[src/rtl/lc3b_types.sv]
// Shared LC-3b cache types plus the L1->L2 arbiter state encoding.
package lc3b_types;

  typedef logic [15:0]  lc3b_word;
  typedef logic [127:0] lc3b_cache_line;

  typedef enum logic [1:0] {ARB_IDLE, ARB_OWN_I, ARB_OWN_D} l2_arb_state_t;

  localparam int L2_OFFSET_BITS = 4;

endpackage

[src/rtl/l2_arbiter_if.sv]
// L1 I/D request ports and the shared L2 line port seen by l2_arbiter.
interface l2_arbiter_if;
  import lc3b_types::*;

  lc3b_word       i_address, d_address, l2_address;
  logic           i_read, i_write, i_resp;
  logic           d_read, d_write, d_resp;
  lc3b_cache_line i_wdata, i_rdata, d_wdata, d_rdata, l2_wdata, l2_rdata;
  logic           l2_read, l2_write, l2_mem_resp;
  logic           grant_i, grant_d;

  modport slave (
    input  i_address, i_read, i_write, i_wdata,
    input  d_address, d_read, d_write, d_wdata,
    output i_resp, i_rdata, d_resp, d_rdata,
    output l2_address, l2_read, l2_write, l2_wdata,
    input  l2_mem_resp, l2_rdata,
    output grant_i, grant_d
  );

  modport master (
    output i_address, i_read, i_write, i_wdata,
    output d_address, d_read, d_write, d_wdata,
    input  i_resp, i_rdata, d_resp, d_rdata,
    input  l2_address, l2_read, l2_write, l2_wdata,
    output l2_mem_resp, l2_rdata,
    input  grant_i, grant_d
  );
endinterface

[src/rtl/l2_arb_mux.sv]
// Combinational steering of the owning L1 side onto the L2 line port.
module l2_arb_mux
  import lc3b_types::*;
#(
  parameter int OFFSET_BITS = L2_OFFSET_BITS
) (
  input  logic           i_sel_i,
  input  logic           i_sel_d,
  input  lc3b_word       i_addr_i,
  input  lc3b_word       i_addr_d,
  input  lc3b_cache_line i_wdata_i,
  input  lc3b_cache_line i_wdata_d,
  input  logic           i_rd_i,
  input  logic           i_wr_i,
  input  logic           i_rd_d,
  input  logic           i_wr_d,
  output lc3b_word       o_address,
  output lc3b_cache_line o_wdata,
  output logic           o_read,
  output logic           o_write
);

  localparam lc3b_word LINE_MASK = ~lc3b_word'((16'd1 << OFFSET_BITS) - 16'd1);

  always_comb begin
    o_address = '0;
    o_wdata   = '0;
    o_read    = 1'b0;
    o_write   = 1'b0;
    // Write takes precedence when a requester raises both strobes.
    if (i_sel_i) begin
      o_address = i_addr_i & LINE_MASK;
      o_wdata   = i_wdata_i;
      o_write   = i_wr_i;
      o_read    = i_rd_i & ~i_wr_i;
    end else if (i_sel_d) begin
      o_address = i_addr_d & LINE_MASK;
      o_wdata   = i_wdata_d;
      o_write   = i_wr_d;
      o_read    = i_rd_d & ~i_wr_d;
    end
  end

endmodule

[src/rtl/l2_arbiter.sv]
// Two-way L1 I/D arbiter for the single L2 line port; grant held until l2_mem_resp.
// Tie policy: fixed D-priority, or round-robin when L2_ARB_RR_EN is defined.
module l2_arbiter
  import lc3b_types::*;
#(
  parameter int OFFSET_BITS = L2_OFFSET_BITS
) (
  input  logic         clk,
  input  logic         reset,
  l2_arbiter_if.slave  bus
);

  l2_arb_state_t r_state, w_next;
  logic          w_i_req, w_d_req, w_own_i, w_own_d;

  assign w_i_req = bus.i_read | bus.i_write;
  assign w_d_req = bus.d_read | bus.d_write;
  assign w_own_i = (r_state == ARB_OWN_I);
  assign w_own_d = (r_state == ARB_OWN_D);

`ifdef L2_ARB_RR_EN
  logic r_last_d;  // 1: D held the most recent grant

  always_ff @(posedge clk) begin
    if (reset)
      r_last_d <= 1'b1;
    else if (r_state == ARB_IDLE && w_next != ARB_IDLE)
      r_last_d <= (w_next == ARB_OWN_D);
  end
`endif

  always_ff @(posedge clk) begin
    if (reset) r_state <= ARB_IDLE;
    else       r_state <= w_next;
  end

  always_comb begin
    w_next = r_state;
    unique case (r_state)
      ARB_IDLE: begin
`ifdef L2_ARB_RR_EN
        if (w_i_req && w_d_req) w_next = r_last_d ? ARB_OWN_I : ARB_OWN_D;
        else if (w_d_req)       w_next = ARB_OWN_D;
        else if (w_i_req)       w_next = ARB_OWN_I;
`else
        if (w_d_req)      w_next = ARB_OWN_D;
        else if (w_i_req) w_next = ARB_OWN_I;
`endif
      end
      ARB_OWN_I: if (bus.l2_mem_resp) w_next = ARB_IDLE;
      ARB_OWN_D: if (bus.l2_mem_resp) w_next = ARB_IDLE;
      default:   w_next = ARB_IDLE;
    endcase
  end

  // L2 strobes depend only on state and requester inputs, never on l2_mem_resp.
  l2_arb_mux #(.OFFSET_BITS(OFFSET_BITS)) u_mux (
    .i_sel_i   (w_own_i),
    .i_sel_d   (w_own_d),
    .i_addr_i  (bus.i_address),
    .i_addr_d  (bus.d_address),
    .i_wdata_i (bus.i_wdata),
    .i_wdata_d (bus.d_wdata),
    .i_rd_i    (bus.i_read),
    .i_wr_i    (bus.i_write),
    .i_rd_d    (bus.d_read),
    .i_wr_d    (bus.d_write),
    .o_address (bus.l2_address),
    .o_wdata   (bus.l2_wdata),
    .o_read    (bus.l2_read),
    .o_write   (bus.l2_write)
  );

  assign bus.grant_i = w_own_i;
  assign bus.grant_d = w_own_d;
  assign bus.i_resp  = w_own_i & bus.l2_mem_resp;
  assign bus.d_resp  = w_own_d & bus.l2_mem_resp;
  assign bus.i_rdata = bus.l2_rdata;
  assign bus.d_rdata = bus.l2_rdata;

endmodule

[src/flat_wrapper.sv]
// flat-port wrapper written by rule: the top's interface ports become plain ports
module l2_arbiter_flat import lc3b_types::*;
#(
  parameter int OFFSET_BITS = L2_OFFSET_BITS
)
  (clk, reset, bus_i_address, bus_i_read, bus_i_write, bus_i_wdata, bus_d_address, bus_d_read, bus_d_write, bus_d_wdata, bus_i_resp, bus_i_rdata, bus_d_resp, bus_d_rdata, bus_l2_address, bus_l2_read, bus_l2_write, bus_l2_wdata, bus_l2_mem_resp, bus_l2_rdata, bus_grant_i, bus_grant_d);
  l2_arbiter_if bus_i ();
  input  logic clk;
  input  logic reset;
  input wire logic [$bits(bus_i.i_address)-1:0] bus_i_address;
  input wire logic [$bits(bus_i.i_read)-1:0] bus_i_read;
  input wire logic [$bits(bus_i.i_write)-1:0] bus_i_write;
  input wire logic [$bits(bus_i.i_wdata)-1:0] bus_i_wdata;
  input wire logic [$bits(bus_i.d_address)-1:0] bus_d_address;
  input wire logic [$bits(bus_i.d_read)-1:0] bus_d_read;
  input wire logic [$bits(bus_i.d_write)-1:0] bus_d_write;
  input wire logic [$bits(bus_i.d_wdata)-1:0] bus_d_wdata;
  output wire logic [$bits(bus_i.i_resp)-1:0] bus_i_resp;
  output wire logic [$bits(bus_i.i_rdata)-1:0] bus_i_rdata;
  output wire logic [$bits(bus_i.d_resp)-1:0] bus_d_resp;
  output wire logic [$bits(bus_i.d_rdata)-1:0] bus_d_rdata;
  output wire logic [$bits(bus_i.l2_address)-1:0] bus_l2_address;
  output wire logic [$bits(bus_i.l2_read)-1:0] bus_l2_read;
  output wire logic [$bits(bus_i.l2_write)-1:0] bus_l2_write;
  output wire logic [$bits(bus_i.l2_wdata)-1:0] bus_l2_wdata;
  input wire logic [$bits(bus_i.l2_mem_resp)-1:0] bus_l2_mem_resp;
  input wire logic [$bits(bus_i.l2_rdata)-1:0] bus_l2_rdata;
  output wire logic [$bits(bus_i.grant_i)-1:0] bus_grant_i;
  output wire logic [$bits(bus_i.grant_d)-1:0] bus_grant_d;
  assign bus_i.i_address = bus_i_address;
  assign bus_i.i_read = bus_i_read;
  assign bus_i.i_write = bus_i_write;
  assign bus_i.i_wdata = bus_i_wdata;
  assign bus_i.d_address = bus_d_address;
  assign bus_i.d_read = bus_d_read;
  assign bus_i.d_write = bus_d_write;
  assign bus_i.d_wdata = bus_d_wdata;
  assign bus_i_resp = bus_i.i_resp;
  assign bus_i_rdata = bus_i.i_rdata;
  assign bus_d_resp = bus_i.d_resp;
  assign bus_d_rdata = bus_i.d_rdata;
  assign bus_l2_address = bus_i.l2_address;
  assign bus_l2_read = bus_i.l2_read;
  assign bus_l2_write = bus_i.l2_write;
  assign bus_l2_wdata = bus_i.l2_wdata;
  assign bus_i.l2_mem_resp = bus_l2_mem_resp;
  assign bus_i.l2_rdata = bus_l2_rdata;
  assign bus_grant_i = bus_i.grant_i;
  assign bus_grant_d = bus_i.grant_d;
  l2_arbiter #(.OFFSET_BITS(OFFSET_BITS)) u_core (.clk(clk), .reset(reset), .bus(bus_i));
endmodule
[config.mk]
export PLATFORM = sky130hd
export DESIGN_NAME = l2_arbiter_flat
export DESIGN_NICKNAME = d
export VERILOG_FILES = /design/src/rtl/lc3b_types.sv /design/src/rtl/l2_arbiter_if.sv /design/src/rtl/l2_arb_mux.sv /design/src/rtl/l2_arbiter.sv /design/src/flat_wrapper.sv
export SDC_FILE = /design/constraint.sdc
export NUM_CORES = 1
export LEC_CHECK = 0
export ABC_AREA = 0
export ABC_CLOCK_PERIOD_IN_PS = 1800
export BUFFER_PORTS_ARGS = -buffer_cell sky130_fd_sc_hd__buf_2
export CAP_MARGIN = 20
export CORE_AREA = 4 4 322 324
export CTS_BUF_LIST = sky130_fd_sc_hd__clkbuf_8 sky130_fd_sc_hd__clkbuf_16
export DETAILED_ROUTE_END_ITERATION = 6
export DIE_AREA = 0 0 326 328
export PLACE_DENSITY = 0.3
export SETUP_SLACK_MARGIN = 0.4
export SKIP_LAST_GASP = 1
export SLEW_MARGIN = 25
export SYNTH_ARGS = -nofsm -noshare
export SYNTH_HDL_FRONTEND = slang
export SYNTH_SLANG_ARGS = --single-unit
[constraint.sdc]
create_clock -name clk -period 1.8 [get_ports clk]
set_clock_uncertainty 0.1 [all_clocks]
set_input_delay 0.18 -clock clk [delete_from_list [all_inputs] [get_ports clk]]
set_output_delay 0.18 -clock clk [all_outputs]
set_load 0.02 [all_outputs]
# --- Word-level counts from Yosys, hierarchy flattened ---
# Cells that the tools add are included.
word_totals:
  regBits: 2
  in_bits: 423
  out_inout_bits: 406
  elab_cells: 28
classes:
  n_eq_ne: 4
  n_mux: 12
  n_bitwise: 8
  n_reduce_logical: 3
op_table:
  columns: ["cell", "count"]
  rows:
  - ["2-to-1 mux 128 bit", 2]
  - ["2-to-1 mux 16 bit", 2]
  - ["2-to-1 mux 2 bit", 3]
  - ["bitwise AND 1 bit", 4]
  - ["2-to-1 mux 1 bit", 4]
  - ["one-hot mux 2 bit (2 select lines)", 1]
  - ["!= test 3 x 1 -> 1 bit, second input constant", 1]
  - ["equality test 2 x 1 -> 1 bit, second input constant", 1]
  - ["equality test 2 bit, second input constant", 1]
  - ["zero test 2 bit", 1]
  - ["!= test 2 x 1 -> 1 bit, second input constant", 1]
  - ["NOT 1 bit", 2]
  - ["OR 1 bit", 2]
  - ["AND reduction 2 bit", 1]
  - ["OR reduction 2 bit", 1]

# --- Longest topological paths before layout ---
# Gate-level depths: netlist (run 1).
depth:
  depth_word: 4
  depth_mapped: 6
  ltp_nobuf: 5

# --- Hierarchy ---
# From an unflattened synthesis (run 1), not the netlist that was laid out.
hier_totals:
  hier_cells: 461
  hier_area_um2: 3609.7
by_module_without_submodules:
  columns: ["mod", "instances", "cells_per_inst", "area_per_inst_um2", "seq_area_each_um2"]
  rows:
  - ["l2_arbiter", 1, 275, 2085.8, 40.0]
  - ["l2_arb_mux", 1, 186, 1524.0, 0.0]

# --- Worst setup path after synthesis (run 1) ---
# Ideal clock, no wire load.
synth_timing:
  path_kind: "flip-flop to output port"
  from: "register u_core.r_state[1]"
  to: "output bus_l2_read"
  arrival_ps: 1623
  required_time_ps: 1520
  path_slack_ps: -103
  path_stages_with_launch: 6
  path_buffers: 2
  cell_sequence: "dfxtp_1 > inv_1 > ha_1 > buf_2 > buf_2 > o31ai_1"
synth_via:
  elab_cells_between_ends: 4
  classes_between: "eq/ne: 2; mux: 2"
synth_rtl:
  columns: ["item", "line", "text"]
  rows:
  - ["from (decl)", "l2_arbiter.sv:13", "l2_arb_state_t r_state, w_next;"]
  - ["from (signal assigned)", "l2_arbiter.sv:34", "else r_state <= w_next;"]
  - ["equality test 2 x 1 -> 1 bit", "l2_arbiter.sv:18", "assign w_own_i = (r_state == ARB_OWN_I);"]
  - ["via bus_grant_i", "flat_wrapper.sv:28", "output wire logic [$bits(bus_i.grant_i)-1:0] bus_grant_i;"]
  - ["2-to-1 mux 1 bit", "l2_arb_mux.sv:31", "if (i_sel_i) begin"]
  - ["to (decl)", "flat_wrapper.sv:23", "output wire logic [$bits(bus_i.l2_read)-1:0] bus_l2_read;"]
# The timed path passes the listed nets, and every way through them passes these cells.

# --- Worst setup path after layout (run 1) ---
layout_timing:
  from: "register u_core.r_state[1]"
  to: "output bus_l2_wdata[108]"
layout_via:
  elab_chain_len: 3
  elab_cells_between_ends: 4
  classes_between: "eq/ne: 2; mux: 2"
layout_lines:
  columns: ["item", "line", "text"]
  rows:
  - ["equality test 2 bit", "l2_arbiter.sv:19", "assign w_own_d = (r_state == ARB_OWN_D);"]
  - ["2-to-1 mux 128 bit", "l2_arb_mux.sv:36", "end else if (i_sel_d) begin"]
  - ["2-to-1 mux 128 bit (*)", "l2_arb_mux.sv:31", null]
  - ["to (decl)", "flat_wrapper.sv:25", "output wire logic [$bits(bus_i.l2_wdata)-1:0] bus_l2_wdata;"]
# Every way passes the cells marked *; elsewhere a longest branch is shown, timed or not.

==> results of run 1 <==
==> layer usage <==
layer / vias to the layer above / GRT usage [%]
li1: 2535 / -
met1: 2306 / 9.57
met2: 481 / 11.9
met3: 139 / 3.74
met4: 10 / 2.51
met5: - / 1.18
==> stage by stage <==
| stage | power (mW) | setup slack (ns) | std cells | utilization, % |
|---|---|---|---|---|
| 2_1_floorplan | 2.58 | 0.258 | 749 | - |
| 6_report | 5.27 | -0.200 | 2328 | 8.68 |
| 5_1_grt | 5.64 | -0.244 | 2324 | 8.67 |
| 4_1_cts | 4.81 | -0.240 | 2303 | 7.64 |
| 3_3_place_gp | 3.89 | -0.0901 | 2287 | 6.83 |
| 3_5_place_dp | 3.87 | -0.0945 | 2287 | 6.83 |
==> path summary, 6_finish.rpt <==
check	from	cells after the start	endpoint	slack [ns]
min reg2reg	u_core.r_state[1]$_SDFFE_PP0P_	2	u_core.r_state[1]$_SDFFE_PP0P_	0.44
max	u_core.r_state[1]$_SDFFE_PP0P_	7	bus_l2_wdata[108]	-0.20
max reg2reg	u_core.r_state[0]$_SDFFE_PP0P_	6	u_core.r_state[0]$_SDFFE_PP0P_	0.39
min	reset	2	u_core.r_state[1]$_SDFFE_PP0P_	0.04
==> worst max-delay path, delay by kind of cell, from the launching register on <==
| family | cells | cell delay (ns) |
|---|---|---|
| buf+inv | 5 | 0.73 |
| fa+ha+maj | 1 | 0.18 |
| compound gates | 1 | 0.16 |
| flops | 1 | 0.38 |
==> cell families (layout without fill, tap and decap cells) <==
group,after synthesis,count (layout),share of synthesized area (%)
flops,2,2,0.964
simple gates,284,284,26.2
buf+inv,308,514,53.3
compound gates,147,147,18.2
other cells,1,9,0.0902
fa+ha+maj,4,4,1.20
==> area by class of cell <==
| cell class | instances | share of cell area, % |
|---|---|---|
| inverters | 2 | 0.142 |
| well taps | 1368 | 19.5 |
| multi-input cells | 439 | 31.9 |
| repair buffers | 509 | 46.9 |
| flip-flops and latches | 2 | 0.541 |
| clock buffers | 3 | 0.855 |
| diodes | 5 | 0.142 |
==> power breakdown <==
group          switching, mW  internal [mW]
Sequential            0.0125         0.0534
Clock                 0.0533          0.283
Combinational           2.75           2.12
==> cell usage in the layout, fill, tap and decap left out, types with 2 or more instances in the layout <==
| cell | instances |
|---|---|
| clkbuf_16 | 13 |
| o21ai_4 | 42 |
| buf_12 | 32 |
| a22o_4 | 4 |
| o21ai_1 | 55 |
| buf_4 | 56 |
| clkbuf_4 | 2 |
| nand3b_1 | 2 |
| buf_16 | 13 |
| buf_8 | 5 |
| nand2_4 | 21 |
| diode_2 | 5 |
| ha_4 | 2 |
| ha_1 | 2 |
| nand2_1 | 241 |
| a21oi_1 | 2 |
| buf_2 | 327 |
| buf_6 | 64 |
| dfxtp_4 | 2 |
| nand2_2 | 13 |
| inv_4 | 2 |
| conb_1 | 4 |
| o21ai_2 | 41 |
==> what timing repair did <==
action | 4_1_cts | 5_1_grt
setup buffers | 8 | 8
resized for setup | 151 | 206
endpoints found under the setup margin | 148 | 148
gates cloned | 5 | 12
pin swaps | 16 | 27
==> flow_metrics.py, run 1 <==
metrics = {
    "run_status": {
        "status": "complete, but fails checks",
        "violations": "setup timing",
    },
    "sta": {
        "setup_violations": 134,
        "min_period_ns": 2.00,
        "maxSlewViolCount": 0,
        "finalHoldViolations": 0,
        "fin_crit_sh_pct": 111,
        "fin_setup_tns_ns": -13.05,
        "hold_ws_ns": 0.0372,
        "finalWorstSetupSlack_ns": -0.200,
        "rsz0062_at_grt": "yes",
        "fmax_mhz": 500,
    },
    "logic_synthesis": {
        "yosys.area.top_type": "buf_4",
        "ys_types": 20,
        "dominantRegCellSynth": "dfxtp_1",
        "async_reset_ff_share_pct": 0,
        "ys_seq_area_share_pct": 0.964,
        "yosysWarnings": 0,
        "synth_top_area_share_pct": 49.0,
        "avgSynthCellArea_sq_um": 5.57,
        "ys_top_cells_by_area": "buf_4 (49%), nand2_1 (25%), o21ai_1 (17%)",
        "synth-seq-cells": 2,
        "syn_inst": 746,
        "synth_edf_count": 0,
        "synth.most_common_cell": "nand2_1",
        "synthTopCellsByCount": "nand2_1 (275), buf_4 (271), o21ai_1 (138)",
        "synth_area_sq_um": 4160,
    },
    "layout": {
        "drive_gt1_share_pct": 67.2,
        "nNetsFinal": 1384,
        "seqCellArea_sq_um": 47.5,
        "reg_top3": "u_core.r_state (2)",
        "syn2layout_area_growth_pct": 111,
        "largest-register": "u_core.r_state",
        "multi_input_area_sq_um": 2810,
        "fin_area_sq_um": 8780,
        "largest_reg_flops": 2,
        "fillers": 12000,
    },
    "detailed_routing": {
        "drt-pass1-iter-count": 4,
        "wl_met1_mm": 19.3,
        "drc": 0,
        "wl_per_cell_um": 20.1,
        "viasPerCell": 2.35,
        "ant_nets": 0,
        "top_layer_used": "met5",
        "wl_met2_mm": 20.1,
        "wirelength_mm": 46.8,
        "drt_iter0_drc": 189,
        "vias": 5471,
        "route.met3.wl_mm": 5.40,
    },
    "worst_setup_path": {
        "worstPathMaxFanout": 8,
        "slowest_stage": "dfxtp_4",
        "cp_common_cell": "buf_12",
        "crit_type": "register to primary output",
        "crit_chain": "inv_4 -> ha_4 -> buf_12 -> buf_16 -> clkbuf_16 -> o21ai_4 -> buf_12",
        "cp-start-kind": "register",
        "cp.arrival_ns": 1.72,
        "slowest_delay_ns": 0.38,
        "crit_path_end_kind": "primary output",
        "cp.required_ns": 1.52,
    },
    "hold_path": {
        "hold_path.class": "primary input to register",
    },
    "floorplan": {
        "die_h_um": 328,
        "core_sq_um": 101000,
        "die_x_um": 326,
        "num_rows": 117,
        "initial_core_util_pct": 4.11,
        "fp.dieArea_sq_um": 107000,
        "ios": 829,
    },
    "run": {
        "cap_violations": 0,
    },
    "clock_network": {
        "clk_pin_slew_ns": 0.03,
        "cts_hold_buf": 0,
        "cts_tree": "built",
        "cts_made_buffers": 3,
        "insertion_delay_ns": 0.22,
        "cts_buffer_depth": 2,
        "htree_num_levels": 1,
        "cts_num_sinks": 2,
        "cts_root_buf": "clkbuf_16",
    },
    "global_routing": {
        "grt_first_pass_wirelength_mm": 55.7,
        "grt_max_degree": 29,
        "grtUsageTotal_pct": 7.82,
        "grt-ovfl-total": 0,
        "antenna_found_initial": 15,
        "grt_pass1_vias": 5571,
    },
    "pwr": {
        "powerDensity_nw_per_um2": 600,
        "ir_drop_uv": 245,
        "p_leak_nw": 3.65,
    },
    "placement": {
        "portBuffers": 432,
        "placed_cell_area_sq_um": 6910,
        "gp_congestion": 0.750,
        "dp_hpwl_mm": 40.0,
    },
}
Power figures use the tool's default switching activity.
==> run 2: changes to the inputs <==
Settings changed: ABC_CLOCK_PERIOD_IN_PS 1800 to 2000.
Clock period 1.8 ns to 2 ns, I/O delays scaled along.
==> run 2 against run 1 <==
Net effect: critical path depth unchanged; clock power decreased by 9.5%; global-route usage decreased by 0.30 points; register-to-register slack improved by 0.17 ns; the run now ends clean; final area decreased by 0.93%; worst setup slack improved by 0.22 ns; sequential power decreased by 19%; routed wire length decreased by 2.0%.
==> flow_metrics.py, run 2 (same netlist as run 1, synthesis figures left out) <==
metrics = {
    "worst_setup_path": {
        "crit_path_end_kind": "primary output",
        "cp-start-kind": "register",
        "worstPathMaxFanout": 7,
        "cp.arrival_ns": 1.68,
        "cp.required_ns": 1.70,
        "crit_type": "register to primary output",
        "r2r_slack_ns": 0.56,
    },
    "placement": {
        "dpl.cell_count": 2282,
        "dpl_worst_slack_ns": 0.0895,
        "placed_cell_area_sq_um": 6640,
        "portBuffers": 432,
        "dp_hpwl_mm": 38.8,
        "gp_congestion": 0.721,
    },
    "layout": {
        "mostFrequentLayoutCell": "buf_2",
        "final_cell_mix": "buf_2 (308), nand2_1 (251), buf_6 (84), o21ai_2 (67), buf_4 (62)",
        "largest-register": "u_core.r_state",
        "final_cells": 2325,
        "largest_reg_flops": 2,
        "fillers": 12000,
        "seqCellArea_sq_um": 42.5,
        "reg_top3": "u_core.r_state (2)",
        "final_util_pct": 8.60,
        "nNetsFinal": 1385,
        "syn2layout_area_growth_pct": 109,
        "multi_input_area_sq_um": 2730,
        "drive_gt1_share_pct": 67.5,
        "fin_area_sq_um": 8700,
    },
    "sta": {
        "finalHoldViolations": 0,
        "setup_violations": 0,
        "fmax_mhz": 505,
        "hold_ws_ns": 0.0614,
        "finalWorstSetupSlack_ns": 0.0212,
        "fin_setup_tns_ns": 0,
        "rsz0062_at_grt": "yes",
        "fin_crit_sh_pct": 98.9,
        "maxSlewViolCount": 0,
        "min_period_ns": 1.98,
    },
    "clock_network": {
        "cts_made_buffers": 3,
        "htree_num_levels": 1,
        "cts_tree": "built",
        "insertion_delay_ns": 0.22,
        "cts_hold_buf": 0,
        "cts_root_buf": "clkbuf_16",
        "cts_num_sinks": 2,
        "clk_pin_slew_ns": 0.03,
        "cts_buffer_depth": 2,
    },
    "hold_path": {
        "hold_path.class": "primary input to register",
    },
    "pwr": {
        "power_mw": 4.69,
        "powerDensity_nw_per_um2": 539,
        "p_leak_nw": 3.62,
        "ir_drop_uv": 245,
    },
    "run": {
        "cap_violations": 0,
    },
    "global_routing": {
        "grt_pass1_vias": 5399,
        "antenna_found_initial": 11,
        "grtUsageTotal_pct": 7.53,
        "grt_max_degree": 41,
        "grt-ovfl-total": 0,
        "grt_first_pass_wirelength_mm": 53.4,
    },
    "floorplan": {
        "die_h_um": 328,
        "num_rows": 117,
        "fp.dieArea_sq_um": 107000,
        "core_sq_um": 101000,
        "initial_core_util_pct": 4.11,
        "ios": 829,
        "die_x_um": 326,
    },
    "detailed_routing": {
        "vias": 5455,
        "drc": 0,
        "ant_nets": 0,
        "wl_per_cell_um": 19.7,
        "drt-pass1-iter-count": 4,
        "drt_iter0_drc": 205,
        "wirelength_mm": 45.9,
        "viasPerCell": 2.35,
    },
    "run_status": {
        "status": "finished, final reports clean",
    },
}
[run 2: final timing paths]
kind / startpoint / end / depth (start not counted)
worst max register to register: u_core.r_state[0]$_SDFFE_PP0P_ / u_core.r_state[0]$_SDFFE_PP0P_ / 6
worst min register to register: u_core.r_state[0]$_SDFFE_PP0P_ / u_core.r_state[0]$_SDFFE_PP0P_ / 3
worst max-delay path: u_core.r_state[1]$_SDFFE_PP0P_ / bus_l2_wdata[80] / 7
worst min-delay path: reset / u_core.r_state[1]$_SDFFE_PP0P_ / 2
[run 2: timing repair]
action	4_1_cts	5_1_grt
setup buffers	10	12
gates cloned	4	13
pin swaps	6	21
endpoints found under the setup margin	145	145
gates resized for setup	189	199
hold endpoints to repair	0	0
[run 2: layout make-up]
cell class,count,share of cell area [%]
inverter,2,0.0863
clock buffer,3,0.863
antenna,1,0.0288
tap,1368,19.7
multi-input combinational,439,31.4
sequential,2,0.489
timing repair buffer,510,47.4
[run 2: report_power, final]
| part | internal, mW | switching [mW] | leakage, nW |
|---|---|---|---|
| Clock | 0.255 | 0.0490 | 0.0370 |
| Combinational | 1.88 | 2.45 | 3.57 |
| Sequential | 0.0475 | 0.00579 | 0.0172 |
| Total | 2.18 | 2.51 | 3.62 |
[run 2: layer usage]
| metal | track usage [%] | vias to the layer above | share of wire (%) |
|---|---|---|---|
| met1 | 9.33 | 2342 | 42 |
| met2 | 10.7 | 448 | 41 |
| met3 | 4.48 | 129 | 13 |
| li1 | - | 2530 | - |
| met5 | 0.181 | - | 0.087 |
| met4 | 2.47 | 6 | 3.2 |
[run 2: critical path, cell delays in order, from the launching register on]
cell and delay, ns:
dfxtp_2 0.33, inv_2 0.05, ha_4 0.18, buf_12 0.16
buf_16 0.16, buf_12 0.16, o21ai_2 0.20, buf_12 0.17
